--- src/rtl/crtc_sched_pkg.sv ---
// rtl/crtc_sched_pkg.sv - slot phases, access tags and video address helper for the CRTC VRAM scheduler
package crtc_sched_pkg;

    localparam logic [3:0] PH_LATCH = 4'd0;
    localparam logic [3:0] PH_V0    = 4'd2;
    localparam logic [3:0] PH_V1    = 4'd6;
    localparam logic [3:0] PH_CPU   = 4'd10;
    localparam logic [3:0] PH_CLKEN = 4'd15;

    typedef enum logic [2:0] {
        NONE,
        VID0,
        VID1,
        CPU_RD,
        CPU_WR
    } acc_e;

    function automatic logic [15:0] vid_addr(input logic [1:0] ma_hi, input logic [2:0] ra_lo,
                                             input logic [9:0] ma_lo, input logic b);
        return {ma_hi, ra_lo, ma_lo, b};
    endfunction

endpackage

--- src/rtl/crtc_vram_sched_if.sv ---
// rtl/crtc_vram_sched_if.sv - CPU request/acknowledge bus into the VRAM scheduler
interface crtc_vram_sched_if;

    logic        cpu_req;
    logic        cpu_we;
    logic [15:0] cpu_addr;
    logic [7:0]  cpu_din;
    logic [7:0]  cpu_dout;
    logic        cpu_ack;
    logic        cpu_wait;

    modport master (
        output cpu_req, cpu_we, cpu_addr, cpu_din,
        input  cpu_dout, cpu_ack, cpu_wait
    );

    modport slave (
        input  cpu_req, cpu_we, cpu_addr, cpu_din,
        output cpu_dout, cpu_ack, cpu_wait
    );

endinterface

--- src/rtl/sched_rdpipe.sv ---
// rtl/sched_rdpipe.sv - delays the access tag by the RAM read latency so returning data can be steered
module sched_rdpipe
    import crtc_sched_pkg::*;
#(
    parameter int RD_LATENCY = 2
) (
    input  logic CLOCK,
    input  logic nRESET,
    input  acc_e tag_i,
    output acc_e tag_o
);

    acc_e pipe_q [RD_LATENCY];

    always_ff @(posedge CLOCK) begin
        if (!nRESET) begin
            for (int i = 0; i < RD_LATENCY; i++) pipe_q[i] <= NONE;
        end else begin
            pipe_q[0] <= tag_i;
            for (int i = 1; i < RD_LATENCY; i++) pipe_q[i] <= pipe_q[i-1];
        end
    end

    assign tag_o = pipe_q[RD_LATENCY-1];

endmodule

--- src/rtl/crtc_vram_sched.sv ---
// rtl/crtc_vram_sched.sv - 16-phase time-sliced VRAM scheduler: two video byte fetches and one CPU slot per CRTC clock
module crtc_vram_sched
    import crtc_sched_pkg::*;
#(
    parameter int RD_LATENCY = 2
) (
    input  logic                    CLOCK,
    input  logic                    nRESET,
    output logic                    crtc_clken,
    input  logic [13:0]             crtc_ma,
    input  logic [4:0]              crtc_ra,
    input  logic                    crtc_de,
    crtc_vram_sched_if.slave        cpu,
    output logic [15:0]             mem_addr,
    output logic                    mem_rd,
    output logic                    mem_wr,
    output logic [7:0]              mem_dout,
    input  logic [7:0]              mem_din,
    output logic [15:0]             vid_data,
    output logic                    vid_de,
    output logic                    vid_valid
);

    logic [3:0]  phase_q, phase_d;
    logic        clken_q;
    logic [13:0] ma_q;
    logic [4:0]  ra_q;
    logic        de_q;
    acc_e        acc_q, acc_d;
    acc_e        rd_tag;
    logic [15:0] mem_addr_q, addr_d;
    logic [7:0]  mem_dout_q, dout_d;
    logic [7:0]  byte0_q;
    logic [15:0] vid_data_q;
    logic        vid_de_q;
    logic        vid_valid_q;
    logic [7:0]  cpu_dout_q;
    logic        unused_bits;

    assign unused_bits = ^{ma_q[11:10], ra_q[4:3]};

    // Strobes are decided on the edge that enters their phase, so they are registered.
    always_comb begin
        phase_d = phase_q + 4'd1;
        acc_d   = NONE;
        case (phase_d)
            PH_V0:   acc_d = VID0;
            PH_V1:   acc_d = VID1;
            PH_CPU:  if (cpu.cpu_req) acc_d = cpu.cpu_we ? CPU_WR : CPU_RD;
            default: acc_d = NONE;
        endcase

        addr_d = mem_addr_q;
        dout_d = mem_dout_q;
        case (acc_d)
            VID0:    addr_d = vid_addr(ma_q[13:12], ra_q[2:0], ma_q[9:0], 1'b0);
            VID1:    addr_d = vid_addr(ma_q[13:12], ra_q[2:0], ma_q[9:0], 1'b1);
            CPU_RD:  addr_d = cpu.cpu_addr;
            CPU_WR: begin
                addr_d = cpu.cpu_addr;
                dout_d = cpu.cpu_din;
            end
            default: addr_d = mem_addr_q;
        endcase
    end

    always_ff @(posedge CLOCK) begin
        if (!nRESET) begin
            phase_q     <= '0;
            clken_q     <= 1'b0;
            ma_q        <= '0;
            ra_q        <= '0;
            de_q        <= 1'b0;
            acc_q       <= NONE;
            mem_addr_q  <= '0;
            mem_dout_q  <= '0;
            byte0_q     <= '0;
            vid_data_q  <= '0;
            vid_de_q    <= 1'b0;
            vid_valid_q <= 1'b0;
            cpu_dout_q  <= '0;
        end else begin
            phase_q    <= phase_d;
            clken_q    <= (phase_d == PH_CLKEN);
            if (phase_q == PH_LATCH) begin
                ma_q <= crtc_ma;
                ra_q <= crtc_ra;
                de_q <= crtc_de;
            end
            acc_q      <= acc_d;
            mem_addr_q <= addr_d;
            mem_dout_q <= dout_d;
            if (rd_tag == VID0) byte0_q <= mem_din;
            vid_valid_q <= (rd_tag == VID1);
            if (rd_tag == VID1) begin
                vid_data_q <= {mem_din, byte0_q};
                vid_de_q   <= de_q;
            end
            if (rd_tag == CPU_RD) cpu_dout_q <= mem_din;
        end
    end

    sched_rdpipe #(.RD_LATENCY(RD_LATENCY)) u_rdpipe (
        .CLOCK  (CLOCK),
        .nRESET (nRESET),
        .tag_i  (acc_q),
        .tag_o  (rd_tag)
    );

    assign crtc_clken = clken_q;
    assign mem_addr   = mem_addr_q;
    assign mem_dout   = mem_dout_q;
    assign mem_rd     = (acc_q == VID0) || (acc_q == VID1) || (acc_q == CPU_RD);
    assign mem_wr     = (acc_q == CPU_WR);
    assign vid_data   = vid_data_q;
    assign vid_de     = vid_de_q;
    assign vid_valid  = vid_valid_q;

    // Read data is forwarded in the ack cycle itself, then held until the next read ack.
    assign cpu.cpu_ack  = (rd_tag == CPU_RD) || (rd_tag == CPU_WR);
    assign cpu.cpu_dout = (rd_tag == CPU_RD) ? mem_din : cpu_dout_q;
    assign cpu.cpu_wait = cpu.cpu_req & ~cpu.cpu_ack;

endmodule

--- src/flat_wrapper.sv ---
// flat-port wrapper written by rule: the top's interface ports become plain ports
module crtc_vram_sched_flat import crtc_sched_pkg::*;
#(
    parameter int RD_LATENCY = 2
)
  (CLOCK, nRESET, crtc_clken, crtc_ma, crtc_ra, crtc_de, mem_addr, mem_rd, mem_wr, mem_dout, mem_din, vid_data, vid_de, vid_valid, cpu_cpu_req, cpu_cpu_we, cpu_cpu_addr, cpu_cpu_din, cpu_cpu_dout, cpu_cpu_ack, cpu_cpu_wait);
  crtc_vram_sched_if cpu_i ();
  input  logic CLOCK;
  input  logic nRESET;
  output logic crtc_clken;
  input  logic [13:0] crtc_ma;
  input  logic [4:0] crtc_ra;
  input  logic crtc_de;
  output logic [15:0] mem_addr;
  output logic mem_rd;
  output logic mem_wr;
  output logic [7:0] mem_dout;
  input  logic [7:0] mem_din;
  output logic [15:0] vid_data;
  output logic vid_de;
  output logic vid_valid;
  input wire logic [$bits(cpu_i.cpu_req)-1:0] cpu_cpu_req;
  input wire logic [$bits(cpu_i.cpu_we)-1:0] cpu_cpu_we;
  input wire logic [$bits(cpu_i.cpu_addr)-1:0] cpu_cpu_addr;
  input wire logic [$bits(cpu_i.cpu_din)-1:0] cpu_cpu_din;
  output wire logic [$bits(cpu_i.cpu_dout)-1:0] cpu_cpu_dout;
  output wire logic [$bits(cpu_i.cpu_ack)-1:0] cpu_cpu_ack;
  output wire logic [$bits(cpu_i.cpu_wait)-1:0] cpu_cpu_wait;
  assign cpu_i.cpu_req = cpu_cpu_req;
  assign cpu_i.cpu_we = cpu_cpu_we;
  assign cpu_i.cpu_addr = cpu_cpu_addr;
  assign cpu_i.cpu_din = cpu_cpu_din;
  assign cpu_cpu_dout = cpu_i.cpu_dout;
  assign cpu_cpu_ack = cpu_i.cpu_ack;
  assign cpu_cpu_wait = cpu_i.cpu_wait;
  crtc_vram_sched #(.RD_LATENCY(RD_LATENCY)) u_core (.CLOCK(CLOCK), .nRESET(nRESET), .crtc_clken(crtc_clken), .crtc_ma(crtc_ma), .crtc_ra(crtc_ra), .crtc_de(crtc_de), .cpu(cpu_i), .mem_addr(mem_addr), .mem_rd(mem_rd), .mem_wr(mem_wr), .mem_dout(mem_dout), .mem_din(mem_din), .vid_data(vid_data), .vid_de(vid_de), .vid_valid(vid_valid));
endmodule
--- config.mk ---
export PLATFORM = sky130hd
export DESIGN_NAME = crtc_vram_sched_flat
export DESIGN_NICKNAME = d
export VERILOG_FILES = /design/src/rtl/crtc_sched_pkg.sv /design/src/rtl/crtc_vram_sched_if.sv /design/src/rtl/sched_rdpipe.sv /design/src/rtl/crtc_vram_sched.sv /design/src/flat_wrapper.sv
export SDC_FILE = /design/constraint.sdc
export NUM_CORES = 1
export LEC_CHECK = 0
export BUFFER_PORTS_ARGS = -buffer_cell sky130_fd_sc_hd__buf_4
export CAP_MARGIN = 20
export CORE_MARGIN = 4
export CORE_UTILIZATION = 50
export DETAILED_ROUTE_END_ITERATION = 7
export PLACE_DENSITY_LB_ADDON = 0.2
export SYNTH_ARGS = -nofsm -noshare
export SYNTH_HDL_FRONTEND = slang
export SYNTH_HIERARCHICAL = 1
export SYNTH_SLANG_ARGS = --single-unit
--- constraint.sdc ---
create_clock -name CLOCK -period 3.9 [get_ports CLOCK]
set_clock_uncertainty 0.2 [all_clocks]
set_input_delay 0.78 -clock CLOCK [delete_from_list [all_inputs] [get_ports CLOCK]]
set_output_delay 0.78 -clock CLOCK [all_outputs]
set_load 0.03 [all_outputs]
==> results of run 1 <==
flip-flops by register name, summed over array words and instances, names as in the netlist:
register                count
u_core/vid_valid            1
u_core/phase_q              4
u_core/ra_q                 3
u_core/mem_addr            16
u_core/vid_de               1
u_core/acc_q                3
u_core/cpu_dout_q           8
u_core/u_rdpipe/pipe_q      6
u_core/crtc_clken           1
u_core/vid_data            16
u_core/de_q                 1
u_core/ma_q                12
u_core/byte0_q              8
u_core/mem_dout             8
power breakdown:
| part | total [mW] | internal, mW | switching [mW] |
|---|---|---|---|
| registers | 0.959 | 0.935 | 0.0237 |
| clock network | 0.616 | 0.296 | 0.321 |
| logic | 0.229 | 0.102 | 0.127 |
| total | 1.80 | 1.33 | 0.471 |
layer usage:
| metal | vias up | wire [um] |
|---|---|---|
| met2 | 78 | 4020 |
| li1 | 1416 | - |
| met3 | 5 | 454 |
| met5 | - | 0 |
| met1 | 1349 | 3594 |
| met4 | 0 | 35 |
Yosys cell counts:
cell type	n	area share [%]
and2_1	19	3.4
o221a_2	15	4.8
nor2_1	4	0.43
nor2b_1	10	1.8
o31a_1	15	3.8
a21oi_1	3	0.43
or3_1	1	0.18
nand3b_1	1	0.22
nand2_1	90	9.7
a31oi_1	1	0.18
clkbuf_1	16	1.7
a21boi_0	32	6.9
and2b_1	1	0.22
mux2i_1	16	4.6
nor3_4	1	0.47
ha_1	4	1.4
mux2_2	8	2.6
o2111a_1	1	0.32
nand2b_1	1	0.18
xor2_1	2	0.50
buf_2	3	0.43
nor3b_1	2	0.43
or2_1	1	0.18
nor3_1	1	0.14
dfxtp_1	88	51
a21o_1	1	0.22
and3_1	2	0.36
or3b_2	1	0.25
nor3b_2	1	0.36
a41oi_1	1	0.25
buf_4	4	0.86
nand3_1	3	0.43
o21ai_0	1	0.14
or4b_1	1	0.29
buf_6	2	0.65
inv_1	4	0.43
a21boi_1	1	0.22
kinds of logic (layout without fill, tap and decap cells):
| family | count (synthesis) | count (layout) | share of synthesized area (%) |
|---|---|---|---|
| AO/OA/AOI/OAI | 71 | 71 | 17.26 |
| XOR/XNOR | 2 | 2 | 0.5024 |
| adder cells (fa/ha/maj) | 4 | 4 | 1.435 |
| buffers and inverters | 29 | 130 | 4.090 |
| flip-flops | 88 | 88 | 50.52 |
| multiplexers | 24 | 24 | 7.176 |
| AND/OR/NAND/NOR | 140 | 140 | 19.02 |
layout by cell type, fill, tap and decap left out, types with 2 or more instances in the layout:
cell type,instances
nor2_1,4
and3_1,2
clkbuf_8,9
o221a_2,15
a21oi_1,3
nor2b_1,10
nand3_1,3
nor3b_1,2
o31a_1,15
dfxtp_1,88
and2_1,19
mux2i_1,16
clkinv_2,2
a21boi_0,32
clkinv_4,2
buf_4,109
nand2_1,90
ha_1,4
mux2_2,8
inv_1,4
clkinvlp_4,2
final timing paths:
kind	from	to	cells after the start
hold reg to reg	u_core/u_rdpipe/pipe_q[0][0]	u_core/u_rdpipe/pipe_q[0][3]	1
hold / removal	u_core/u_rdpipe/pipe_q[0][0]	u_core/u_rdpipe/pipe_q[0][3]	1
setup / recovery	u_core/u_rdpipe/pipe_q[0][5]	cpu_cpu_dout[4]	3
setup reg to reg	u_core/phase_q[0]	u_core/mem_dout[2]	5
stage by stage:
| step | area [um2] | utilization [%] | total power, mW | hold WS, ns |
|---|---|---|---|---|
| 6_report | 4513 | 66.43 | 1.804 | 0.2317 |
| 5_1_grt | 4513 | 66.43 | 1.884 | 0.2492 |
| 4_1_cts | 4502 | 66.26 | 1.820 | 0.2330 |
| 3_5_place_dp | 4305 | 63.37 | 1.208 | 0.2188 |
| 3_3_place_gp | 4305 | 63.37 | 1.204 | 0.2116 |
| 2_1_floorplan | 3487 | - | 1.110 | 0.2057 |
layout make-up:
type	count	area [um2]	area share, %
clock inverters	7	72.57	1.608
repair buffers	110	829.5	18.38
clock buffers	9	123.9	2.745
well taps	96	120.1	2.661
inverters	4	15.01	0.3327
multi-input cells	241	1590	35.24
flip-flops and latches	88	1762	39.04
worst reg2reg max path: cells and delay by family (launching register included):
| family | cells | cell delay [ns] |
|---|---|---|
| simple gates | 2 | 1.07 |
| flops | 1 | 0.46 |
| fa+ha+maj | 1 | 0.30 |
| mux | 1 | 0.24 |
| xor+xnor | 1 | 0.18 |
==> results.py, run 1 <==
metrics = {
    "setup_path": {
        "critPathCaptureType": "primary output",
        "cp_max_fo": 10,
        "path_cells": "nand3b_1, mux2_2, buf_4",
        "crit_slowest_cell": "nand3b_1",
        "cp.required_ns": 2.92,
        "reg2reg_slack_ns": 1.38,
        "slowest_delay_ns": 0.50,
        "critPathLaunchType": "register",
        "path_buf_inv": 1,
        "path_class": "reg2out",
        "cp_top_family": "simple AND/OR/NAND/NOR gates",
        "arrival_ns": 1.82,
    },
    "yosys": {
        "yosysUniqueCellTypes": 37,
        "synth-seq-cells": 88,
        "yosys_warnings": 6,
        "avgSynthCellArea_um2": 9.740,
        "postSynthCellCount": 358,
        "syn-cell-area_mm2": 0.003487,
        "ys_seq_area_share_pct": 50.52,
        "synth_nets": 418,
    },
    "finish": {
        "nFillCells": 562,
        "fin_cells": 555,
        "num_antenna_cells": 0,
        "finalNetCount": 514,
        "area_growth_pct": 29.42,
        "layout-drive-gt1-share_pct": 33.33,
    },
    "worst_hold_path": {
        "hold_class": "reg2reg",
    },
    "grt": {
        "use_met3_pct": 4.722,
        "grt_busiest_layer": "met2",
        "grt_max_degree": 94,
        "first_global_vias": 2694,
        "grt_use_total_pct": 18.98,
        "grt_pass1_wl_um": 12850,
        "use_met2_pct": 31.95,
        "met1_usage_pct": 23.59,
        "antenna_found_initial": 0,
        "overflow": 0,
    },
    "clocking": {
        "cts_hold_buf": 0,
        "cts_root_buffer": "clkbuf_8",
        "cts_buffers": 9,
        "htree_levels": 3,
        "cts_buffer_depth": 2,
        "clk_pin_slew_ns": 0.09,
        "clock-sinks": 88,
        "insertion_delay_ns": 0.34,
        "cts_resized": 0,
        "post-cts-setup-buffer-count": 0,
        "cts_tree": "done",
    },
    "power_and_ir_drop": {
        "peakVddDrop_mv": 0.1510,
        "powerDensity_mw_per_mm2": 399.7,
        "leakagePower_nw": 1.910,
    },
    "floorplanning": {
        "start_util_pct": 51.33,
        "io_pins": 111,
        "die-area_mm2": 0.008374,
        "die_w_um": 91.51,
        "coreArea_mm2": 0.006794,
        "die_h_um": 91.51,
        "rows": 30,
    },
    "drt": {
        "vias": 2848,
        "drc": 0,
        "dr.pass1.iters": 6,
        "avgRoutedWirePerCell_um": 14.60,
        "postRouteAntennaNets": 0,
        "drt_iter0_drc": 137,
        "avgViaCountPerCell": 5.132,
        "wl_um": 8104,
    },
    "timing": {
        "rsz0062_at_grt": "no",
        "setup_viol": 0,
        "hold_violations": 0,
        "slew_violations": 0,
        "clock.fmax_ghz": 0.3570,
        "period_share_pct": 71.82,
        "worstMarginPinSlew_ns": 0.7760,
        "fin_crit_ns": 2.801,
        "max_slew_margin_pct": 48.27,
        "fin_tns_setup_ns": 0,
        "setup_ws_ns": 1.099,
    },
    "place": {
        "pre_cts_slack_ns": 1.404,
        "place_congestion": 0.7920,
        "dp_cells": 538,
        "dp.final_hpwl_um": 5464,
        "portBuffers": 106,
    },
    "run": {
        "drv_cap": 0,
    },
    "status": {
        "outcome": "completed",
    },
}
No activity file was read; power rests on OpenSTA's default activity.
==> run 2: changes to the inputs <==
Settings changed: ABC_AREA set to 1.
Clock period 3.9 ns to 2.8 ns, I/O delays scaled along.
==> results.py, run 2 <==
metrics = {
    "status": {
        "outcome": "completed",
    },
    "setup_path": {
        "arrival_ns": 1.61,
        "r2r-start": "u_core/phase_q[0]",
        "critPathCaptureType": "primary output",
        "path_class": "reg2out",
        "critPathLaunchType": "register",
        "cp.required_ns": 2.04,
        "r2r_end": "u_core/mem_dout[3]",
        "reg2reg_slack_ns": 0.57,
        "cp_max_fo": 17,
        "reg2reg_depth": 10,
    },
    "timing": {
        "hold_violations": 0,
        "fin_crit_ns": 2.373,
        "hold_slack_ns": 0.2128,
        "slew_violations": 0,
        "clock.fmax_ghz": 0.4215,
        "setup_viol": 0,
        "period_share_pct": 84.74,
        "rsz0062_at_grt": "no",
        "fin_tns_setup_ns": 0,
        "worstMarginPinSlew_ns": 0.7351,
        "max_slew_margin_pct": 50.94,
    },
    "power_and_ir_drop": {
        "p_sw_mw": 0.7643,
        "p_int_mw": 2.100,
        "leakagePower_nw": 2.367,
        "powerDensity_mw_per_mm2": 605.7,
        "combPwrFrac_pct": 15.2,
        "peakVddDrop_mv": 0.3622,
        "p_clk_share_pct": 37.4,
        "switching_share_pct": 26.69,
        "pwr-share-seq_pct": 47.4,
    },
    "clocking": {
        "cts_tree": "done",
        "htree_levels": 3,
        "clock-sinks": 88,
        "cts_buffers": 9,
        "clk_pin_slew_ns": 0.08,
        "cts_buffer_depth": 2,
        "cts_hold_buf": 0,
        "insertion_delay_ns": 0.35,
        "cts_root_buffer": "clkbuf_8",
    },
    "drt": {
        "drc": 0,
        "postRouteAntennaNets": 0,
        "vias": 3303,
        "dr.pass1.iters": 4,
        "avgRoutedWirePerCell_um": 11.76,
        "drt_iter0_drc": 143,
        "avgViaCountPerCell": 4.659,
        "wl_um": 8341,
    },
    "yosys": {
        "synth_nets": 575,
        "yosys_warnings": 6,
        "avgSynthCellArea_um2": 7.133,
        "synth-seq-cells": 88,
        "synth_edf_count": 0,
        "yosys-top-cells-count": "98 x nand2_1, 89 x inv_1, 88 x dfxtp_1",
        "synth_most_common_cell": "nand2_1",
        "syn-cell-area_mm2": 0.003674,
        "synth_flop_cell": "dfxtp_1",
        "async_reset_ff_share_pct": 0,
        "synth_top_area_share_pct": 47.96,
        "netlist_top_cells_area": "dfxtp_1 48%, nand2_1 10%, inv_1 9.1%, nor2_1 8.4%, o21ai_0 6.7%",
        "ys_seq_area_share_pct": 47.96,
        "yosysUniqueCellTypes": 21,
        "synth_top_area_cell": "dfxtp_1",
        "postSynthCellCount": 515,
    },
    "floorplanning": {
        "rows": 30,
        "start_util_pct": 52.62,
        "io_pins": 111,
        "die-area_mm2": 0.008783,
        "die_h_um": 93.72,
        "die_w_um": 93.72,
        "coreArea_mm2": 0.006982,
    },
    "grt": {
        "grt_max_degree": 65,
        "grt_pass1_wl_um": 13680,
        "antenna_found_initial": 0,
        "first_global_vias": 3022,
        "grt_use_total_pct": 19.44,
        "overflow": 0,
    },
    "worst_hold_path": {
        "hold_end": "u_core/u_rdpipe/pipe_q[0][4]",
        "hold_class": "reg2reg",
        "whs_path_depth": 2,
        "min_from": "u_core/u_rdpipe/pipe_q[0][1]",
    },
    "place": {
        "place_congestion": 0.7986,
        "dp.final_hpwl_um": 5813,
        "portBuffers": 106,
    },
    "finish": {
        "layout_common_cells": "109 x buf_4, 98 x nand2_1, 89 x inv_1",
        "finalNetCount": 668,
        "layout-drive-gt1-share_pct": 22.19,
        "area_growth_pct": 28.71,
        "num_antenna_cells": 0,
        "nFillCells": 655,
        "final_common_cell": "buf_4",
    },
    "run": {
        "drv_cap": 0,
    },
}
==> run 2: worst max-delay path, stage by stage, from the launching register on <==
cell     delay (ns)
dfxtp_1        0.32
inv_1          0.10
nand3_2        0.24
o21ai_0        0.35
inv_1          0.08
buf_4          0.17
==> run 2: cells by family after synthesis <==
group                    Yosys count  synth area share (%)
AO/OA/AOI/OAI                     84                 11.44
buffers and inverters            118                 13.15
AND/OR/NAND/NOR                  221                 26.09
flip-flops                        88                 47.96
adder cells (fa/ha/maj)            4                 1.362
==> run 2: worst max path at each step <==
stage | slack (ns) | depth (start not counted) | endpoint | from
floorplan | 0.46 | 6 | cpu_cpu_wait | u_core/u_rdpipe/pipe_q[0][5]
global placement | 0.62 | 10 | u_core/mem_dout[1] | u_core/phase_q[0]
detailed placement | 0.59 | 10 | u_core/mem_dout[7] | u_core/phase_q[0]
CTS | 0.24 | 5 | cpu_cpu_dout[6] | u_core/u_rdpipe/pipe_q[0][5]
global route | 0.22 | 5 | cpu_cpu_dout[7] | u_core/u_rdpipe/pipe_q[0][5]
finish | 0.43 | 5 | cpu_cpu_dout[6] | u_core/u_rdpipe/pipe_q[0][5]
==> run 2: layout make-up <==
| cell class | instances | area, um2 | area share [%] |
|---|---|---|---|
| clock buffer | 9 | 123.9 | 2.620 |
| timing repair buffer | 109 | 818.3 | 17.31 |
| sequential | 88 | 1762 | 37.26 |
| multi-input combinational | 309 | 1434 | 30.33 |
| tap | 96 | 120.1 | 2.540 |
| inverter | 91 | 344.1 | 7.277 |
| clock inverter | 7 | 126.4 | 2.673 |
==> run 2: timing repair <==
item | 4_1_cts | 5_1_grt
resized for setup | 0 | 1
buffers inserted | 0 | 0
setup endpoints to repair | 0 | 1
==> run 2: power by group through the flow <==
stage | clock network (mW) | registers (mW) | logic, mW
finish | 1.07 | 1.36 | 0.435
CTS | 1.10 | 1.36 | 0.438
global route | 1.16 | 1.37 | 0.487
floorplan | 0 | 1.44 | 0.225
detailed placement | 0 | 1.39 | 0.436
global placement | 0 | 1.38 | 0.429
==> run 2: layer usage <==
layer | track usage, % | vias up | wire length [um]
met2 | 33.12 | 65 | 4196
met1 | 24.12 | 1469 | 3658
met5 | 0 | - | 0
met4 | 6.859 | 0 | 106
li1 | - | 1760 | -
met3 | 4.327 | 9 | 379
==> run 2: per-stage QoR <==
step	power (mW)	worst slack (ns)	instance area [um2]	util, %	cells
3_3_place_gp	1.813	0.6222	4473	64.07	693
4_1_cts	2.899	0.2364	4723	67.65	709
2_1_floorplan	1.666	0.4618	3674	-	515
6_report	2.864	0.4273	4728	67.72	709
5_1_grt	3.012	0.2230	4728	67.72	709
3_5_place_dp	1.823	0.5918	4473	64.07	693
